File: src/rtl/pipelined_controller.sv
// Pipelined main controller: ID-stage decode, control bundle carried through
// ID/EX, EX/MEM and MEM/WB, load-use stall FSM and branch/jump flush generation.

package pipelined_controller_pkg;

  localparam logic [5:0] OP_RTYPE = 6'h00;
  localparam logic [5:0] OP_J     = 6'h02;
  localparam logic [5:0] OP_JAL   = 6'h03;
  localparam logic [5:0] OP_BEQ   = 6'h04;
  localparam logic [5:0] OP_BNE   = 6'h05;
  localparam logic [5:0] OP_ADDI  = 6'h08;
  localparam logic [5:0] OP_ADDIU = 6'h09;
  localparam logic [5:0] OP_SLTI  = 6'h0A;
  localparam logic [5:0] OP_SLTIU = 6'h0B;
  localparam logic [5:0] OP_ANDI  = 6'h0C;
  localparam logic [5:0] OP_ORI   = 6'h0D;
  localparam logic [5:0] OP_XORI  = 6'h0E;
  localparam logic [5:0] OP_LUI   = 6'h0F;
  localparam logic [5:0] OP_LW    = 6'h23;
  localparam logic [5:0] OP_LBU   = 6'h24;
  localparam logic [5:0] OP_LHU   = 6'h25;
  localparam logic [5:0] OP_SB    = 6'h28;
  localparam logic [5:0] OP_SH    = 6'h29;
  localparam logic [5:0] OP_SW    = 6'h2B;

  typedef struct packed {
    logic [1:0] reg_dst;
    logic       alu_src;
    logic [2:0] alu_op;
    logic       branch_beq;
    logic       branch_bne;
    logic       jump;
  } ex_ctrl_t;

  typedef struct packed {
    logic       mem_read;
    logic       mem_write;
    logic [1:0] mem_size;
  } mem_ctrl_t;

  typedef struct packed {
    logic       reg_write;
    logic       mem_to_reg;
    logic [1:0] reg_write_src;
  } wb_ctrl_t;

  typedef struct packed {
    ex_ctrl_t  ex;
    mem_ctrl_t mem;
    wb_ctrl_t  wb;
  } ctrl_t;

  localparam ctrl_t CTRL_BUBBLE = '0;

  typedef enum logic [0:0] {
    ST_RUN   = 1'b0,
    ST_STALL = 1'b1
  } state_e;

endpackage

module pipelined_controller
  import pipelined_controller_pkg::*;
#(
  parameter int unsigned MEM_LAT = 1,
  parameter int unsigned RA_W    = 5
) (
  input  logic            clk,
  input  logic            rst_n,
  input  logic            id_valid,
  input  logic [5:0]      id_opcode,
  input  logic [RA_W-1:0] id_rs,
  input  logic [RA_W-1:0] id_rt,
  input  logic [RA_W-1:0] id_rd,
  input  logic            ex_branch_taken,
  output logic            stall,
  output logic            if_flush,
  output logic [1:0]      ex_RegDst,
  output logic            ex_ALUSrc,
  output logic [2:0]      ex_ALUOp,
  output logic            ex_BranchBEQ,
  output logic            ex_BranchBNE,
  output logic            ex_Jump,
  output logic            mem_MemRead,
  output logic            mem_MemWrite,
  output logic [1:0]      mem_size,
  output logic            wb_RegWrite,
  output logic            wb_MemtoReg,
  output logic [1:0]      wb_RegWriteSrc,
  output logic [RA_W-1:0] wb_dst,
  output logic            illegal_op
);

  localparam int unsigned CNT_W = $clog2(MEM_LAT + 1);
  localparam logic [RA_W-1:0] RA_LINK = RA_W'(31);

  state_e          state_q, state_d;
  logic [CNT_W-1:0] cnt_q, cnt_d;

  ctrl_t           idex_q, idex_d;
  logic [RA_W-1:0] idex_dst_q, idex_dst_d;
  mem_ctrl_t       exmem_mem_q;
  wb_ctrl_t        exmem_wb_q;
  logic [RA_W-1:0] exmem_dst_q;
  wb_ctrl_t        memwb_wb_q;
  logic [RA_W-1:0] memwb_dst_q;
  logic            illegal_q, illegal_d;

  ctrl_t           dec_c;
  ctrl_t           dec_fix_c;
  logic            legal_c;
  logic            rs_used_c;
  logic            rt_used_c;
  logic [RA_W-1:0] dst_raw_c;
  logic [RA_W-1:0] dst_c;
  logic            ex_load_hit_c;
  logic            mem_load_hit_c;
  logic            hazard_c;
  logic            stall_c;
  logic            bubble_c;

  // Opcode decode into the control bundle plus source-register usage
  always_comb begin
    dec_c     = CTRL_BUBBLE;
    legal_c   = 1'b1;
    rs_used_c = 1'b0;
    rt_used_c = 1'b0;
    case (id_opcode)
      OP_RTYPE: begin
        dec_c.ex.reg_dst   = 2'd1;
        dec_c.ex.alu_op    = 3'd2;
        dec_c.wb.reg_write = 1'b1;
        rs_used_c          = 1'b1;
        rt_used_c          = 1'b1;
      end
      OP_J: begin
        dec_c.ex.jump = 1'b1;
      end
      OP_JAL: begin
        dec_c.ex.jump          = 1'b1;
        dec_c.ex.reg_dst       = 2'd2;
        dec_c.wb.reg_write_src = 2'd1;
        dec_c.wb.reg_write     = 1'b1;
      end
      OP_BEQ, OP_BNE: begin
        dec_c.ex.alu_op     = 3'd1;
        dec_c.ex.branch_beq = (id_opcode == OP_BEQ);
        dec_c.ex.branch_bne = (id_opcode == OP_BNE);
        rs_used_c           = 1'b1;
        rt_used_c           = 1'b1;
      end
      OP_ADDI, OP_ADDIU, OP_SLTI, OP_SLTIU, OP_ANDI, OP_ORI, OP_XORI: begin
        dec_c.ex.alu_src   = 1'b1;
        dec_c.wb.reg_write = 1'b1;
        rs_used_c          = 1'b1;
        case (id_opcode)
          OP_SLTI:  dec_c.ex.alu_op = 3'd6;
          OP_SLTIU: dec_c.ex.alu_op = 3'd7;
          OP_ANDI:  dec_c.ex.alu_op = 3'd3;
          OP_ORI:   dec_c.ex.alu_op = 3'd4;
          OP_XORI:  dec_c.ex.alu_op = 3'd5;
          default:  dec_c.ex.alu_op = 3'd0;
        endcase
      end
      OP_LUI: begin
        dec_c.wb.reg_write_src = 2'd2;
        dec_c.wb.reg_write     = 1'b1;
      end
      OP_LW, OP_LHU, OP_LBU: begin
        dec_c.ex.alu_src    = 1'b1;
        dec_c.mem.mem_read  = 1'b1;
        dec_c.wb.mem_to_reg = 1'b1;
        dec_c.wb.reg_write  = 1'b1;
        rs_used_c           = 1'b1;
        case (id_opcode)
          OP_LHU:  dec_c.mem.mem_size = 2'd1;
          OP_LBU:  dec_c.mem.mem_size = 2'd2;
          default: dec_c.mem.mem_size = 2'd0;
        endcase
      end
      OP_SW, OP_SH, OP_SB: begin
        dec_c.ex.alu_src    = 1'b1;
        dec_c.mem.mem_write = 1'b1;
        rs_used_c           = 1'b1;
        rt_used_c           = 1'b1;
        case (id_opcode)
          OP_SH:   dec_c.mem.mem_size = 2'd1;
          OP_SB:   dec_c.mem.mem_size = 2'd2;
          default: dec_c.mem.mem_size = 2'd0;
        endcase
      end
      default: begin
        legal_c = 1'b0;
      end
    endcase
  end

  // Destination resolution; a write to $0 is dropped entirely
  always_comb begin
    case (dec_c.ex.reg_dst)
      2'd1:    dst_raw_c = id_rd;
      2'd2:    dst_raw_c = RA_LINK;
      default: dst_raw_c = id_rt;
    endcase
    dst_c     = dec_c.wb.reg_write ? dst_raw_c : '0;
    dec_fix_c = dec_c;
    if (dst_c == '0) begin
      dec_fix_c.wb.reg_write = 1'b0;
    end
  end

  // A load still in MEM only matters while its remaining wait count is nonzero
  always_comb begin
    ex_load_hit_c  = idex_q.mem.mem_read && (idex_dst_q != '0) &&
                     ((rs_used_c && (id_rs == idex_dst_q)) ||
                      (rt_used_c && (id_rt == idex_dst_q)));
    mem_load_hit_c = exmem_mem_q.mem_read && (exmem_dst_q != '0) &&
                     (state_q == ST_STALL) && (cnt_q != '0) &&
                     ((rs_used_c && (id_rs == exmem_dst_q)) ||
                      (rt_used_c && (id_rt == exmem_dst_q)));
    hazard_c       = id_valid && (ex_load_hit_c || mem_load_hit_c);
  end

  // Stall FSM next-state; a taken branch overrides any pending stall
  always_comb begin
    state_d = state_q;
    cnt_d   = cnt_q;
    stall_c = 1'b0;
    if (ex_branch_taken) begin
      state_d = ST_RUN;
      cnt_d   = '0;
    end else begin
      case (state_q)
        ST_RUN: begin
          if (hazard_c) begin
            stall_c = 1'b1;
            if (MEM_LAT > 1) begin
              state_d = ST_STALL;
              cnt_d   = CNT_W'(MEM_LAT - 1);
            end
          end
        end
        ST_STALL: begin
          stall_c = 1'b1;
          cnt_d   = cnt_q - CNT_W'(1);
          if (cnt_q <= CNT_W'(1)) begin
            state_d = ST_RUN;
            cnt_d   = '0;
          end
        end
        default: begin
          state_d = ST_RUN;
          cnt_d   = '0;
        end
      endcase
    end
  end

  always_comb begin
    bubble_c   = ex_branch_taken || stall_c || !id_valid;
    idex_d     = bubble_c ? CTRL_BUBBLE : dec_fix_c;
    idex_dst_d = bubble_c ? '0 : dst_c;
    illegal_d  = illegal_q || (id_valid && !legal_c);
  end

  assign stall    = rst_n && stall_c;
  assign if_flush = rst_n && (ex_branch_taken ||
                              (id_valid && dec_c.ex.jump && !stall_c));

  // Pipeline registers, FSM state and sticky illegal flag
  always_ff @(posedge clk) begin
    if (!rst_n) begin
      state_q     <= ST_RUN;
      cnt_q       <= '0;
      idex_q      <= CTRL_BUBBLE;
      idex_dst_q  <= '0;
      exmem_mem_q <= '0;
      exmem_wb_q  <= '0;
      exmem_dst_q <= '0;
      memwb_wb_q  <= '0;
      memwb_dst_q <= '0;
      illegal_q   <= 1'b0;
    end else begin
      state_q     <= state_d;
      cnt_q       <= cnt_d;
      idex_q      <= idex_d;
      idex_dst_q  <= idex_dst_d;
      exmem_mem_q <= idex_q.mem;
      exmem_wb_q  <= idex_q.wb;
      exmem_dst_q <= idex_dst_q;
      memwb_wb_q  <= exmem_wb_q;
      memwb_dst_q <= exmem_dst_q;
      illegal_q   <= illegal_d;
    end
  end

  assign ex_RegDst      = idex_q.ex.reg_dst;
  assign ex_ALUSrc      = idex_q.ex.alu_src;
  assign ex_ALUOp       = idex_q.ex.alu_op;
  assign ex_BranchBEQ   = idex_q.ex.branch_beq;
  assign ex_BranchBNE   = idex_q.ex.branch_bne;
  assign ex_Jump        = idex_q.ex.jump;
  assign mem_MemRead    = exmem_mem_q.mem_read;
  assign mem_MemWrite   = exmem_mem_q.mem_write;
  assign mem_size       = exmem_mem_q.mem_size;
  assign wb_RegWrite    = memwb_wb_q.reg_write;
  assign wb_MemtoReg    = memwb_wb_q.mem_to_reg;
  assign wb_RegWriteSrc = memwb_wb_q.reg_write_src;
  assign wb_dst         = memwb_dst_q;
  assign illegal_op     = illegal_q;

endmodule

File: config.mk
export PLATFORM = sky130hd
export DESIGN_NAME = pipelined_controller
export DESIGN_NICKNAME = d
export VERILOG_FILES = /design/src/rtl/pipelined_controller.sv
export SDC_FILE = /design/constraint.sdc
export NUM_CORES = 1
export LEC_CHECK = 0
export CAP_MARGIN = 15
export CORE_ASPECT_RATIO = 1.2
export CORE_MARGIN = 4
export CORE_UTILIZATION = 45
export CTS_CLUSTER_SIZE = 14
export DETAILED_ROUTE_END_ITERATION = 10
export PLACE_DENSITY = 0.76
export SLEW_MARGIN = 20
export SYNTH_ARGS = -nofsm -noshare
export SYNTH_HDL_FRONTEND = slang
export SYNTH_SLANG_ARGS = --single-unit
File: constraint.sdc
create_clock -name clk -period 2.9 [get_ports clk]
set_clock_uncertainty 0.1 [all_clocks]
set_input_delay 0.58 -clock clk [delete_from_list [all_inputs] [get_ports clk]]
set_output_delay 0.58 -clock clk [all_outputs]
set_load 0.01 [all_outputs]
Word level (Yosys, flattened, before mapping). Cells that the tools add are included.

Add/subtract/negate cells: 1. Order comparisons: 1. Equality and inequality tests: 24. Muxes and demuxes: 22. Bitwise logic cells: 3. Reduce and logical (&&, ||, !) cells: 45.

Operators by type and width (number): == test 6 x 4 -> 1 bit, second input constant (8); == test 6 bit, second input constant (6); OR reduction 13 bit (2); == test 5 bit (4); case mux 2 bit (2 select lines) (5); OR reduction 19 bit (1); logical AND 1 bit (16); OR reduction 16 bit (1); case mux 3 bit (5 select lines) (1); OR reduction 3 bit (5); == test 6 x 2 -> 1 bit, second input constant (2); == test 6 x 3 -> 1 bit, second input constant (2); 2-to-1 mux 1 bit (12); case mux 5 bit (2 select lines) (1); nonzero test 5 bit (2); case mux 3 bit (3 select lines) (1); OR reduction 2 bit (4); logical OR 1 bit (7); OR reduction 7 bit (1); zero test 6 bit (1); OR reduction 6 bit (1); zero test 5 bit (1); 2-to-1 mux 5 bit (1); zero test 1 bit (3); 6 further kinds (8).

Flip-flop bits (word level): 45. Logic and storage cells: 121.

Logic depth before layout (Yosys ltp). Gate-level depths: netlist of run 1.

Depth after elaboration: 15. Mapped depth: 11. Mapped depth without buffers: 9.

Worst setup path before layout of run 1. Ideal clock, no wire load.

Path kind: input-to-output. Start point: input port id_opcode[1]. End point: output port stall. Arrival: 2.049 ns. Setup slack: 0.171 ns. Cell stages on the path: 7. Path buffers: 2. Cells stage by stage: buf_2 -> nand2_1 -> a21boi_0 -> or4_4 -> o31ai_4 -> buf_6 -> and2b_1.

Longest elaborated chain between the ends: 12. Elaborated cells on any way between the ends: 34. Those cells by class: eq/ne: 15; mux: 5; reduce/logical: 14.

Ends and longest elaborated chain: start, declared (RTL line 71) `input logic [5:0] id_opcode,`; == test 6 x 3 -> 1 bit (tied with other cells) (RTL line 128) `case (id_opcode)`; OR reduction 16 bit (no line) or OR reduction 6 bit (tied branches); 2-to-1 mux 1 bit (RTL line 128); logical AND 1 bit (on tied branches); logical OR 1 bit (on tied branches) (RTL line 215, 219); logical AND 1 bit (on tied branches) (RTL line 214, 218); logical OR 1 bit (*) (RTL line 221) `hazard_c = id_valid && (ex_load_hit_c || mem_load_hit_c);`; logical AND 1 bit (*) (RTL line 221); 2-to-1 mux 1 bit (*) (RTL line 235) `if (hazard_c) begin`; case mux 1 bit (2 select lines) (*) (RTL line 233) `case (state_q)`; 2-to-1 mux 1 bit (*) (RTL line 229) `if (ex_branch_taken) begin`; logical AND 1 bit (*) (RTL line 266) `assign stall = rst_n && stall_c;`; end, declared (RTL line 76) `output logic stall,`.

Every way passes the cells marked *; elsewhere a longest branch is shown, timed or not.

Worst setup path in the final report of run 1.
Start point: input port id_opcode[4]. End point: output port stall.

The elaborated chain is that of the path after synthesis.

==> impl_metrics.env, run 1 <==
export IMPL_synth_area_um2=1790
export IMPL_post_cts_buffers=0
export IMPL_synthArstFlopShare_pct=0
export IMPL_cellPowerDensity_nw_per_um2=417
export IMPL_cp_end_kind="primary output"
export IMPL_grt_pass1_wl_mm=6.36
export IMPL_gp_congestion=0.861
export IMPL_io_buffers=49
export IMPL_num_vias=1565
export IMPL_setup_viol=0
export IMPL_first_pass_iters=4
export IMPL_relSlewSlack_pct=72.9
export IMPL_nets=295
export IMPL_period_minus_slack_ps=2890
export IMPL_synth_edf_count=0
export IMPL_die_area_um2=5050
export IMPL_area_growth_pct=48.2
export IMPL_antenna_found_initial=0
export IMPL_yosys_cell_types_count=41
export IMPL_drive_gt1_share_pct=19.4
export IMPL_cts_tree="yes"
export IMPL_rows=24
export IMPL_clkTransAtPathRegs_ps=70
export IMPL_htree_levels=2
export IMPL_hold_violations=0
export IMPL_clock_path_buffers=2
export IMPL_clock_sinks=43
export IMPL_die_w_um=65.6
export IMPL_syn_avg_cell_area_um2=9.37
export IMPL_grt_max_degree=18
export IMPL_worst_path_max_fanout=2
export IMPL_cp_required_ps=2220
export IMPL_slew_violations=0
export IMPL_insertion_delay_ps=300
export IMPL_fin_area_um2=2650
export IMPL_max_cap_viol_count=0
export IMPL_dpl_cell_area_um2=2530
export IMPL_worstSetupPathType="input pin to primary output"
export IMPL_period_share_pct=99.6
export IMPL_synth_nets=219
export IMPL_ios=50
export IMPL_ant_nets=0
export IMPL_yosys_warnings=0
export IMPL_vias_per_cell=4.89
export IMPL_coreArea_um2=3720
export IMPL_wl_per_cell_um=12.5
export IMPL_drt_initial_drc_count=79
export IMPL_synthCells=191
export IMPL_fmax_mhz=346
export IMPL_diodes=0
export IMPL_synth_seq_area_share_pct=48.1
export IMPL_ys_ff_latch=43
export IMPL_cts_buffers=5
export IMPL_die_h_um=77.1
export IMPL_dp_hpwl_mm=3.04
export IMPL_worst_pin_slew_ps=402
export IMPL_cts_root_buf="clkbuf_8"
export IMPL_wl_mm=3.99
export IMPL_grt_pass1_vias=1410
export IMPL_final_util_pct=71.2
export IMPL_cp_start_kind="input pin"
export IMPL_ir_worst_vdd_uv=206
export IMPL_grt_use_total_pct=16.5
export IMPL_arrival_ps=2210
export IMPL_status="finished, final reports clean"
export IMPL_drc=0
export IMPL_grt_remaining_overflow=0
export IMPL_leakagePower_nw=1.12
export IMPL_hp_class="register to register"
export IMPL_initial_core_util_pct=48.1
export IMPL_yosys_most_used_dff="dfxtp_1"
==> layout by cell type (no fill, tap or decap), types with 4 or more instances in the layout <==
cell type,n
dlygate4sd2_1,5
nor4_1,9
clkbuf_8,5
nand2_1,7
o22ai_1,4
nor2b_1,5
nor3_1,11
clkdlybuf4s50_1,34
dlymetal6s2s_1,9
dfxtp_1,43
and2_1,25
nand3_1,4
xnor2_1,9
nor2_1,10
buf_4,34
==> cells by family (layout without fill, tap and decap cells) <==
family	Yosys count	in the layout	synth area share, %
AND/OR/NAND/NOR	92	92	29.5
flip-flops	43	43	48.1
AO/OA/AOI/OAI	21	21	8.53
buffers and inverters	20	97	5.80
XOR/XNOR	11	11	5.39
adder cells (fa/ha/maj)	3	3	2.10
multiplexers	1	1	0.559
==> cell usage after synthesis, types with 2 or more instances <==
master	number	area, um^2
o22ai_1	4	25.0
or3_1	3	18.8
nor4_1	9	56.3
nor2_1	10	37.5
nor3_1	11	55.1
nand2b_1	3	18.8
a32oi_1	2	17.5
inv_1	3	11.3
dfxtp_1	43	861
and3_1	2	12.5
nor4b_1	2	17.5
nor2b_1	7	43.8
clkbuf_1	5	18.8
o21ai_0	3	15.0
or4_1	2	15.0
nand2_1	8	30.0
and2_1	25	156
xnor2_1	9	78.8
buf_2	2	10.0
nand3_1	4	20.0
buf_4	5	37.5
nand4_1	2	12.5
buf_1	3	11.3
ha_1	3	37.5
a31oi_1	2	12.5
xor2_1	2	17.5
a21oi_1	3	15.0
==> final cells by class <==
| type | count | area (um^2) |
|---|---|---|
| clock inverter | 2 | 12.5 |
| timing repair buffer | 85 | 779 |
| tap | 52 | 65.1 |
| multi-input combinational | 128 | 846 |
| fill | 306 | 1070 |
| clock buffer | 6 | 72.6 |
| sequential | 43 | 861 |
| inverter | 4 | 15.0 |
==> power by group <==
group	switching [mW]	leakage (nW)	internal, mW	total, mW
Sequential	0.00170	0.347	0.594	0.596
Clock	0.198	0.0412	0.168	0.366
Combinational	0.0631	0.735	0.0804	0.143
Total	0.263	1.12	0.842	1.11
==> worst paths after layout <==
kind / end / cells past startpoint / start / slack [ps]
hold / removal: wb_dst[3]$_SDFF_PN0_ / 1 / exmem_dst_q[3]$_SDFF_PN0_ / 330
setup / recovery: stall / 7 / id_opcode[4] / 10
setup reg to reg: ex_RegDst[0]$_SDFF_PP0_ / 7 / idex_dst_q[2]$_SDFF_PP0_ / 790
hold reg to reg: wb_dst[3]$_SDFF_PN0_ / 1 / exmem_dst_q[3]$_SDFF_PN0_ / 330
==> routing by layer <==
metal / part of all wire (%) / global-route usage, %
met4: 2.6 / 9.96
met1: 46 / 20.5
met2: 46 / 25.3
met3: 5.4 / 3.80
met5: 0 / 0
==> stage by stage <==
step / setup TNS (ps) / std cells / hold slack, ps / worst slack, ps / total power, mW
2_1_floorplan: 0 / 191 / 312 / 171 / 0.669
3_3_place_gp: -1600 / 312 / 314 / -614 / 0.750
3_5_place_dp: -1920 / 312 / 318 / -635 / 0.751
4_1_cts: -166 / 320 / 335 / -166 / 1.11
5_1_grt: -96.7 / 320 / 349 / -96.7 / 1.16
6_report: 0 / 320 / 331 / 12.7 / 1.11
==> repair_timing <==
item,4_1_cts,5_1_grt
endpoints found under the setup margin,2,8
pin swaps,3,7
gates cloned,0,0
resized for setup,12,15
hold buffers,0,0
==> sequential cells by signal, indices dropped and copies added (netlist names) <==
signal,cells
ex_BranchBEQ,1
ex_ALUOp,3
idex_q,7
ex_Jump,1
wb_RegWriteSrc,2
wb_MemtoReg,1
exmem_wb_q,4
wb_dst,5
mem_MemWrite,1
ex_RegDst,2
wb_RegWrite,1
ex_ALUSrc,1
exmem_dst_q,5
idex_dst_q,5
mem_size,2
illegal_op,1
ex_BranchBNE,1
==> worst max-delay path, stage by stage <==
cell	delay [ps]
clkdlybuf4s50_1	450
nor2b_1	130
o21ai_1	90
or4_4	560
o31ai_4	70
and2b_1	180
buf_2	140
No activity file was read; power rests on OpenSTA's default activity.
==> run 2: changes to the inputs <==
Settings changed: CORE_UTILIZATION 45 to 29, DONT_BUFFER_PORTS from default to 1, GPL_TIMING_DRIVEN from default to 0, PLACE_DENSITY 0.76 to default.
==> impl_metrics.env, run 2 (synthesized netlist as in run 1, its figures left out) <==
export IMPL_period_share_pct=97.1
export IMPL_startpoint="idex_dst_q[4]$_SDFF_PP0_"
export IMPL_wl_mm=4.19
export IMPL_worst_path_max_fanout=10
export IMPL_grt_remaining_overflow=0
export IMPL_cts_buffers=5
export IMPL_grt_pass1_wl_mm=6.73
export IMPL_cts_root_buf="clkbuf_8"
export IMPL_vias_per_cell=4.70
export IMPL_status="finished, final reports clean"
export IMPL_clock_path_buffers=2
export IMPL_clkTransAtPathRegs_ps=90
export IMPL_timing_rr_start="idex_dst_q[1]$_SDFF_PP0_"
export IMPL_rows=31
export IMPL_coreArea_um2=6010
export IMPL_first_pass_iters=4
export IMPL_hold_violations=0
export IMPL_cellPowerDensity_nw_per_um2=540
export IMPL_worst_pin_slew_ps=602
export IMPL_diodes=0
export IMPL_grt_pass1_vias=1337
export IMPL_reg2reg_to="idex_dst_q[0]$_SDFF_PP0_"
export IMPL_rsz0062_at_grt="false"
export IMPL_drive_gt1_share_pct=12.5
export IMPL_leakagePower_nw=0.736
export IMPL_wl_per_cell_um=14.8
export IMPL_largest_reg_flops=7
export IMPL_hold_end="exmem_dst_q[2]$_SDFF_PN0_"
export IMPL_cp_start_kind="register"
export IMPL_die_h_um=94.0
export IMPL_hold_depth=1
export IMPL_hold_buffers=0
export IMPL_dp_cells=273
export IMPL_gp_congestion=0.856
export IMPL_fin_area_um2=2020
export IMPL_ios=50
export IMPL_area_growth_pct=13.1
export IMPL_insertion_delay_ps=290
export IMPL_arrival_ps=2140
export IMPL_tns_ps=0
export IMPL_dp_hpwl_mm=3.24
export IMPL_power_total_mw=1.09
export IMPL_antenna_found_initial=0
export IMPL_grt_max_degree=14
export IMPL_clock_sinks=43
export IMPL_drc=0
export IMPL_cp_required_ps=2220
export IMPL_num_vias=1324
export IMPL_fin_cells=282
export IMPL_fmax_mhz=355
export IMPL_reg2reg_depth=6
export IMPL_dpl_cell_area_um2=1890
export IMPL_worstSetupPathType="register to primary output"
export IMPL_mostFrequentLayoutCell="dfxtp_1"
export IMPL_slew_violations=0
export IMPL_reg2reg_slack_ps=780
export IMPL_ant_nets=0
export IMPL_die_area_um2=7500
export IMPL_drt_initial_drc_count=40
export IMPL_most_common_layout_cells="dfxtp_1 (40), and2_1 (25), nor3_1 (11)"
export IMPL_grt_use_total_pct=11.5
export IMPL_cp_end_kind="primary output"
export IMPL_relSlewSlack_pct=59.7
export IMPL_top_register="idex_q"
export IMPL_ir_worst_vdd_uv=202
export IMPL_initial_core_util_pct=29.8
export IMPL_nets=227
export IMPL_setup_viol=0
export IMPL_hp_class="input pin to register"
export IMPL_worstHoldStart="rst_n"
export IMPL_io_buffers=0
export IMPL_period_minus_slack_ps=2820
export IMPL_max_cap_viol_count=0
export IMPL_die_w_um=79.7
export IMPL_cts_tree="yes"
export IMPL_htree_levels=2
==> run 2: changes by cell type in the layout (fill, tap and decap cells not counted), moves of 2 or more <==
cell	before	now
clkdlybuf4s50_1	34	0
buf_4	34	6
dlymetal6s2s_1	9	0
dlygate4sd2_1	5	0
buf_1	0	3
clkbuf_1	1	4
dfxtp_1	43	40
dfxtp_2	0	3
clkbuf_8	5	7
nor2b_1	5	7
==> run 2: worst max path at each step <==
stage | cells after the start | endpoint
after floorplan | 7 | stall
after detailed placement | 9 | idex_q[3]$_SDFF_PP0_
after CTS | 6 | stall
final | 6 | stall
after global routing | 6 | stall
after global placement | 9 | idex_q[3]$_SDFF_PP0_
==> run 2: report_power, final <==
part | switching (mW) | internal [mW] | leakage (nW)
combinational | 0.0444 | 0.0297 | 0.338
sequential | 0.00350 | 0.594 | 0.348
clock | 0.203 | 0.217 | 0.0505
total | 0.251 | 0.840 | 0.736
==> run 2: metal layers <==
metal	track usage [%]	wire [um]	vias to the layer above	part of all wire [%]
met4	5.01	95	0	2.3
met1	14.4	1820	596	43
met5	0	0	-	0
met3	4.03	345	8	8.2
li1	-	-	670	-
met2	17.8	1930	50	46
==> run 2: through the flow <==
step	utilization (%)	hold WS (ps)	worst slack (ps)
floorplan	-	312	171
global placement	31.5	317	-385
detailed placement	31.5	323	-368
CTS	33.4	308	54.3
global route	33.7	301	5.05
finish	33.7	320	84.7
==> run 2: final cells by class <==
class	instances	area, um^2
buffer	16	90.1
clock buffer	7	96.3
clock inverter	1	7.51
fill	637	3990
inverter	4	15.0
multi-input combinational	128	840
sequential	43	865
tap	82	103
timing repair buffer	1	7.51
==> run 2: worst max-delay path, cell delays in order (launching register included) <==
cell and delay (ps):
dfxtp_1 410, xnor2_1 140, nand4_1 140, or4_4 510
o31ai_4 280, buf_6 170, and2b_1 180
==> run 2: repair_timing <==
action,CTS,global route
endpoints found under the setup margin,2,2
pin swaps,1,0
buffers inserted,1,0
resized for setup,1,6
